--- src/rtl/edge_pkg.sv ---
// Shared edge-mode encoding for the multi-channel edge detector.
// One 2-bit mode per channel selects which filtered transitions raise a pulse.
package edge_pkg;

    typedef logic [1:0] edge_mode_t;

    localparam edge_mode_t EDGE_OFF  = 2'b00;
    localparam edge_mode_t EDGE_RISE = 2'b01;
    localparam edge_mode_t EDGE_FALL = 2'b10;
    localparam edge_mode_t EDGE_BOTH = 2'b11;

    // True when a transition toward new_level qualifies under mode.
    function automatic logic mode_accepts(input edge_mode_t mode, input logic new_level);
        logic ok;
        ok = 1'b0;
        case (mode)
            EDGE_RISE: ok = new_level;
            EDGE_FALL: ok = ~new_level;
            EDGE_BOTH: ok = 1'b1;
            default:   ok = 1'b0;
        endcase
        return ok;
    endfunction

endpackage

--- src/rtl/edge_channel.sv ---
// One channel: synchroniser chain, stability filter, edge qualification
// and a sticky pending flag that software clears with a strobe.
module edge_channel
    import edge_pkg::*;
#(
    parameter int SYNC_STAGES   = 2,
    parameter int FILTER_CYCLES = 4
) (
    input  logic       clk,
    input  logic       reset_n,
    input  logic       sig_in,
    input  edge_mode_t mode,
    input  logic       clear,
    output logic       level,
    output logic       pulse,
    output logic       pending,
    output logic       pending_next
);

    localparam int CNT_W = $clog2(FILTER_CYCLES + 1);
    localparam logic [CNT_W-1:0] CNT_LAST = CNT_W'(FILTER_CYCLES - 1);

    logic [SYNC_STAGES-1:0] sync_q;
    logic [CNT_W-1:0]       cnt_q;
    logic [CNT_W-1:0]       cnt_d;
    logic                   level_d;
    logic                   pulse_d;
    logic                   sync_out;

    assign sync_out = sync_q[SYNC_STAGES-1];

    always_comb begin
        cnt_d   = '0;
        level_d = level;
        pulse_d = 1'b0;
        if (sync_out != level) begin
            // A pulse still showing blocks a back-to-back accept; only
            // reachable with a one-cycle filter.
            if (cnt_q == CNT_LAST && !pulse) begin
                level_d = sync_out;
                pulse_d = mode_accepts(mode, sync_out);
            end else if (cnt_q == CNT_LAST) begin
                cnt_d = cnt_q;
            end else begin
                cnt_d = cnt_q + CNT_W'(1);
            end
        end
        pending_next = pulse_d | (pending & ~clear);
    end

    always_ff @(posedge clk) begin
        if (!reset_n) begin
            sync_q  <= '0;
            cnt_q   <= '0;
            level   <= 1'b0;
            pulse   <= 1'b0;
            pending <= 1'b0;
        end else begin
            sync_q  <= {sync_q[SYNC_STAGES-2:0], sig_in};
            cnt_q   <= cnt_d;
            level   <= level_d;
            pulse   <= pulse_d;
            pending <= pending_next;
        end
    end

endmodule

--- src/rtl/multi_edge_detector.sv ---
// Bank of independent filtered edge detectors with a summary pending flag.
// Per-channel work lives in edge_channel; this level only slices ports.
module multi_edge_detector
    import edge_pkg::*;
#(
    parameter int CHANNELS      = 8,
    parameter int SYNC_STAGES   = 2,
    parameter int FILTER_CYCLES = 4
) (
    input  logic                  clk,
    input  logic                  reset_n,
    input  logic [CHANNELS-1:0]   sig_in,
    input  logic [2*CHANNELS-1:0] mode_in,
    input  logic [CHANNELS-1:0]   clear_in,
    output logic [CHANNELS-1:0]   level_out,
    output logic [CHANNELS-1:0]   pulse_out,
    output logic [CHANNELS-1:0]   pending_out,
    output logic                  any_pending
);

    logic [CHANNELS-1:0] pending_next;

    for (genvar i = 0; i < CHANNELS; i++) begin : g_ch
        edge_channel #(
            .SYNC_STAGES  (SYNC_STAGES),
            .FILTER_CYCLES(FILTER_CYCLES)
        ) u_ch (
            .clk         (clk),
            .reset_n     (reset_n),
            .sig_in      (sig_in[i]),
            .mode        (edge_mode_t'(mode_in[2*i +: 2])),
            .clear       (clear_in[i]),
            .level       (level_out[i]),
            .pulse       (pulse_out[i]),
            .pending     (pending_out[i]),
            .pending_next(pending_next[i])
        );
    end

    // Built from next-state bits so it lines up with pending_out.
    always_ff @(posedge clk) begin
        if (!reset_n) begin
            any_pending <= 1'b0;
        end else begin
            any_pending <= |pending_next;
        end
    end

endmodule

--- config.mk ---
export PLATFORM = sky130hd
export DESIGN_NAME = multi_edge_detector
export DESIGN_NICKNAME = d
export VERILOG_FILES = /design/src/rtl/edge_pkg.sv /design/src/rtl/edge_channel.sv /design/src/rtl/multi_edge_detector.sv
export SDC_FILE = /design/constraint.sdc
export NUM_CORES = 1
export LEC_CHECK = 0
export ABC_AREA = 1
export ABC_CLOCK_PERIOD_IN_PS = 3700
export BUFFER_PORTS_ARGS = -buffer_cell sky130_fd_sc_hd__buf_2
export CORE_AREA = 2 2 84 86
export DETAILED_ROUTE_END_ITERATION = 6
export DIE_AREA = 0 0 86 88
export PLACE_DENSITY = 0.66
export SYNTH_ARGS = -nofsm -noshare
export SYNTH_HDL_FRONTEND = slang
export SYNTH_SLANG_ARGS = --single-unit
--- constraint.sdc ---
create_clock -name clk -period 3.7 [get_ports clk]
set_clock_uncertainty 0.05 [all_clocks]
set_input_delay 0.37 -clock clk [delete_from_list [all_inputs] [get_ports clk]]
set_output_delay 0.37 -clock clk [all_outputs]
set_load 0.1 [all_outputs]
# [After elaboration in Yosys (flattened, before gate mapping)]
# Cells that the tools add are included.
[totals] register_bits=65 in_bits=34 out_inout_bits=25 word_cells=187
[classes] n_addsub=8 n_eq_ne=40 mux=24 bitwise=41 reduce_logical=33
[ops] operator="equality test 2 bit (second input constant)" count=16
[ops] operator="inverter 1 bit" count=25
[ops] operator="adder 3 x 1 -> 3 bit (second input constant)" count=8
[ops] operator="equality test 3 x 2 -> 1 bit (second input constant)" count=8
[ops] operator="one-hot mux 1 bit (3 select lines)" count=8
[ops] operator="OR reduction 3 bit" count=8
[ops] operator="equality test 2 x 1 -> 1 bit (second input constant)" count=8
[ops] operator="two-way mux 1 bit" count=16
[ops] operator="AND reduction 2 bit" count=8
[ops] operator="bitwise AND 1 bit" count=8
[ops] operator="logical AND 1 bit" count=8
[ops] operator="logical NOT 1 bit" count=8
[ops] operator="!= test 1 bit" count=8
[ops] operator="OR 1 bit" count=8
[ops] operator="OR reduction 8 bit" count=1

# [Longest topological paths before layout]
[depth] depth_word=6 depth_mapped=10 ltp_nobuf=10

# [Hierarchy]
# A second synthesis with hierarchy kept.
[hier_totals] hier_cells=362 hier_area_um2=2756.4
[modules_own_cells] module="edge_channel" n_inst=8 cells_each=44 area_each_um2=337.8 seq_area_each_um2=160.2
[modules_own_cells] module="multi_edge_detector" n_inst=1 cells_each=10 area_each_um2=53.8 seq_area_each_um2=20.0

# [Worst setup path after synthesis]
# No wires, ideal clock.
[synth_path] path_kind="register to register" from="reg g_ch[5].u_ch.cnt_q[0]" to="reg any_pending" setup_time_ns=0.117 t_arrival_ns=1.251 required_ns=3.533 setup_slack_ns=2.282 stages_incl_launch_ff=11 n_path_buf=0 synth_period_minus_slack_ns=1.418 path_cell_list="dfxtp_1 -> ha_1 -> ha_1 -> inv_2 -> nor2_4 -> nand3_2 -> nand2_1 -> nor2_1 -> nand2_1 -> nor2_1 -> nor2_1"
[synth_via] elab_chain_len=6
[synth_rtl] item="start: declaration" line_no="edge_channel.sv:24" text="logic [CNT_W-1:0] cnt_q;"
[synth_rtl] item="start signal: assignment" line_no="edge_channel.sv:60" text="cnt_q <= cnt_d;"
[synth_rtl] item="equality test 3 x 2 -> 1 bit" line_no="edge_channel.sv:39" text="if (cnt_q == CNT_LAST && !pulse) begin"
[synth_rtl] item="logical AND 1 bit" line_no="edge_channel.sv:39"
[synth_rtl] item="two-way mux 1 bit" line_no="edge_channel.sv:39"
[synth_rtl] item="two-way mux 1 bit" line_no="edge_channel.sv:36" text="if (sync_out != level) begin"
[synth_rtl] item="OR 1 bit" line_no="edge_channel.sv:48" text="pending_next = pulse_d | (pending & ~clear);"
[synth_rtl] item="OR reduction 8 bit" line_no="multi_edge_detector.sv:45" text="any_pending <= |pending_next;"
[synth_rtl] item="end signal: assignment" line_no="multi_edge_detector.sv:45"
[synth_rtl] item="end: declaration" line_no="multi_edge_detector.sv:18" text="output logic any_pending"
# Every way passes these cells.
# A chain may end at the register's enable or synchronous reset.

# [Worst setup path in the final report]
[layout_path] from="reg g_ch[5].u_ch.level" to="out level_out[5]"
[layout_lines] item="start: declaration" line_no="edge_channel.sv:14" text="output logic level,"
[layout_lines] item="start signal: assignment" line_no="edge_channel.sv:61" text="level <= level_d;"
[layout_lines] item="end: declaration" line_no="multi_edge_detector.sv:15" text="output logic [CHANNELS-1:0] level_out,"
# No word-level cell between the ends.

==> flow_summary.yaml <==
setup_path:
  critPathLaunchType: "flip-flop"
  critical_path.max_fanout: 4
  regToRegStartpoint: "g_ch[6].u_ch.cnt_q[0]"
  critPathTopFamily: "buffers and inverters"
  capturing_element_type_of_the_critical_path: "output port"
  reg2reg_to: "any_pending"
  rr_worst_depth: 10
  critical_path_buf_inv_count: 1
  timing.reg2reg.setup_slack_ns: 2.14
  slowest_delay_ns: 0.45
  cpMaxStageDelayCell: "buf_2"
  criticalPathCategory: "reg2out"
  crit_chain: "buf_2"
  cp-startpoint: "g_ch[5].u_ch.level"
  worstPathRequired_ns: 3.28
  worst_ep_arrival_time_ns: 1.17
clocking:
  cts-resized-gates: 0
  ctsRootBufferMaster: "clkbuf_8"
  clk_pin_slew_worst_paths_ns: 0.07
  tritoncts: "done"
  post-cts-setup-buffers: 0
  numCtsBuffers: 9
  numClockSinks: 65
  clk_path_buf_depth: 2
  cts_hold_buf: 0
  worst_skew_pair.late_latency_ns: 0.33
  cts-htree-levels: 3
finish:
  synthToLayoutAreaGrowth_pct: 12.6
  final_layout_size_suffix_gt1_frac: 0.231
  finish.cell_count_without_fillers: 508
  antennaDiodeCount: 0
  number_of_nets_in_the_finished_design: 473
  multi_input_gate_area_mm2: 0.00121
  finalCoreUtilization: 0.497
  area.sequential_mm2: 0.00130
  layout.filler_cells: 673
sta:
  final.setup.tns_ns: 0
  unrepaired_setup_endpoints_after_global_routing: "no"
  final_min_period_over_clock_period: 0.430
  report.final.slew_viol_count: 0
  final_hold_viol_count: 0
  achievable-frequency_mhz: 629
  rel_slew_slack: 0.674
  finalSetupViolCount: 0
  finalWorstPathRequiredPeriod_ns: 1.59
  final.setup.worst_slack_ns: 2.11
  worst-slew-pin-transition_ns: 0.493
route:
  routed_wl_um: 4870
  avgViaCountPerCell: 4.41
  drt_pass1_iterations: 4
  avgRoutedWirePerCell_um: 9.58
  ant_nets: 0
  drc: 0
  vias: 2241
  detailedRoute.firstIterationViolations: 56
synth:
  yosysWarnings: 0
  synth_cells: 383
  synthDistinctLibCells: 17
  yosysSeqAreaShare: 0.443
  synth_simple_gate_area_frac: 0.251
  ys_ff_latch: 65
  syn_area_per_cell_um2: 7.66
  xor_and_xnor_fraction_of_the_mapped_netlist_area: 0.0239
  synth.mux.area_fraction: 0
  synth_fa_ha_area_frac: 0.0682
  synth_top_family_by_area: "simple AND/OR/NAND/NOR gates"
  synth.cell_area_mm2: 0.00293
  area_fraction_in_compound_gates_after_synthesis: 0.0682
  syn-num-nets: 433
global_route:
  maximum_number_of_pins_on_one_net_before_global_route_repair: 27
  via_count_of_the_first_global_routing_pass: 2072
  global_route_wire_length_before_repair_um: 8420
  gr-usage-all-layers: 0.141
  grt_overflow: 0
  antenna_found_initial: 0
placement:
  place_congestion: 0.794
  post-dp-hpwl_um: 3730
  placedCellCount: 492
  detailedPlace.worstSlack_ns: 2.14
  io_buffer_count: 58
status:
  status: "finished clean"
pwr:
  post-layout-total-power_mw: 1.35
  power_density_mw_per_mm2: 409
  worst_ir_drop_vdd_uv: 211
  static_leakage_nw: 1.75
die:
  floorplan.initialDensity: 0.442
  io_pins: 59
  die_area_mm2: 0.00757
  floorplan.core_area_mm2: 0.00664
  fp.dieW_um: 86
  core.rowCount: 30
  die_height_um: 88
worst_hold_path:
  hold_start: "sig_in[0]"
  hold_depth: 3
  holdCritPathClass: "in2reg"
  timing.hold.worst_endpoint: "g_ch[0].u_ch.sync_q[0]"
job:
  max-cap-violations: 0
-- power breakdown --
part | internal [mW] | switching, mW
combinational | 0.0251 | 0.0327
sequential | 0.711 | 0.00572
clock | 0.328 | 0.249
total | 1.06 | 0.287
-- state kept, by name, indices dropped and copies added (netlist names) --
| name | cells |
|---|---|
| g_ch.u_ch.pending | 8 |
| any_pending | 1 |
| g_ch.u_ch.pulse | 8 |
| g_ch.u_ch.sync_q | 16 |
| g_ch.u_ch.level | 8 |
| g_ch.u_ch.cnt_q | 24 |
-- per-layer routing --
layer	share of wire	track usage
met1	0.48	0.174
met2	0.43	0.224
met3	0.066	0.0471
met4	0.020	0.0649
met5	0	0
-- layout make-up --
| type | count | area share |
|---|---|---|
| timing repair buffer | 58 | 0.0878 |
| tap | 80 | 0.0303 |
| sequential | 65 | 0.394 |
| clock buffer | 13 | 0.0451 |
| inverter | 58 | 0.0659 |
| multi-input combinational | 231 | 0.365 |
| clock inverter | 3 | 0.0121 |
-- cell usage after synthesis --
master,number,area (µm²)
a21oi_1,31,155
ha_1,16,200
dfxtp_1,65,1300
inv_1,47,176
nand2_1,100,375
buf_4,26,195
nor2_1,49,184
xor2_1,8,70.1
inv_2,11,41.3
o21ai_0,9,45.0
nand2_2,1,6.26
nor2_2,1,6.26
nand3_1,1,5.00
buf_2,2,10.0
nor2_4,7,78.8
nand3_2,8,80.1
clkbuf_1,1,3.75
-- stage by stage --
stage                     hold slack (ns)  area, µm²
after detailed placement            0.350       3120
final                               0.170       3300
after CTS                           0.157       3300
after global routing                0.164       3300
after global placement              0.345       3120
after floorplan                     0.340       2930
-- placed cells by master, fill, tap and decap left out, drive strengths merged --
| master | Yosys | layout |
|---|---|---|
| a21oi | 31 | 31 |
| o21ai | 9 | 9 |
| bufinv | 0 | 1 |
| clkinv | 0 | 2 |
| nand3 | 9 | 9 |
| nand2 | 101 | 101 |
| inv | 58 | 58 |
| ha | 16 | 16 |
| buf | 28 | 58 |
| nor2 | 57 | 57 |
| dfxtp | 65 | 65 |
| clkbuf | 1 | 13 |
| xor2 | 8 | 8 |
-- worst max path at each step --
stage	to	slack, ns	cells after the start
finish	level_out[5]	2.11	1
global placement	g_ch[2].u_ch.cnt_q[1]	2.17	5
detailed placement	g_ch[2].u_ch.cnt_q[1]	2.14	5
global route	any_pending	2.02	10
floorplan	any_pending	2.28	10
CTS	pulse_out[6]	2.09	1
-- cell families after synthesis --
| logic type | Yosys count |
|---|---|
| compound gates | 40 |
| simple gates | 167 |
| xor+xnor | 8 |
| fa+ha+maj | 16 |
| buf+inv | 87 |
| flops | 65 |
Note: power is estimated with default switching activity, not from simulation.
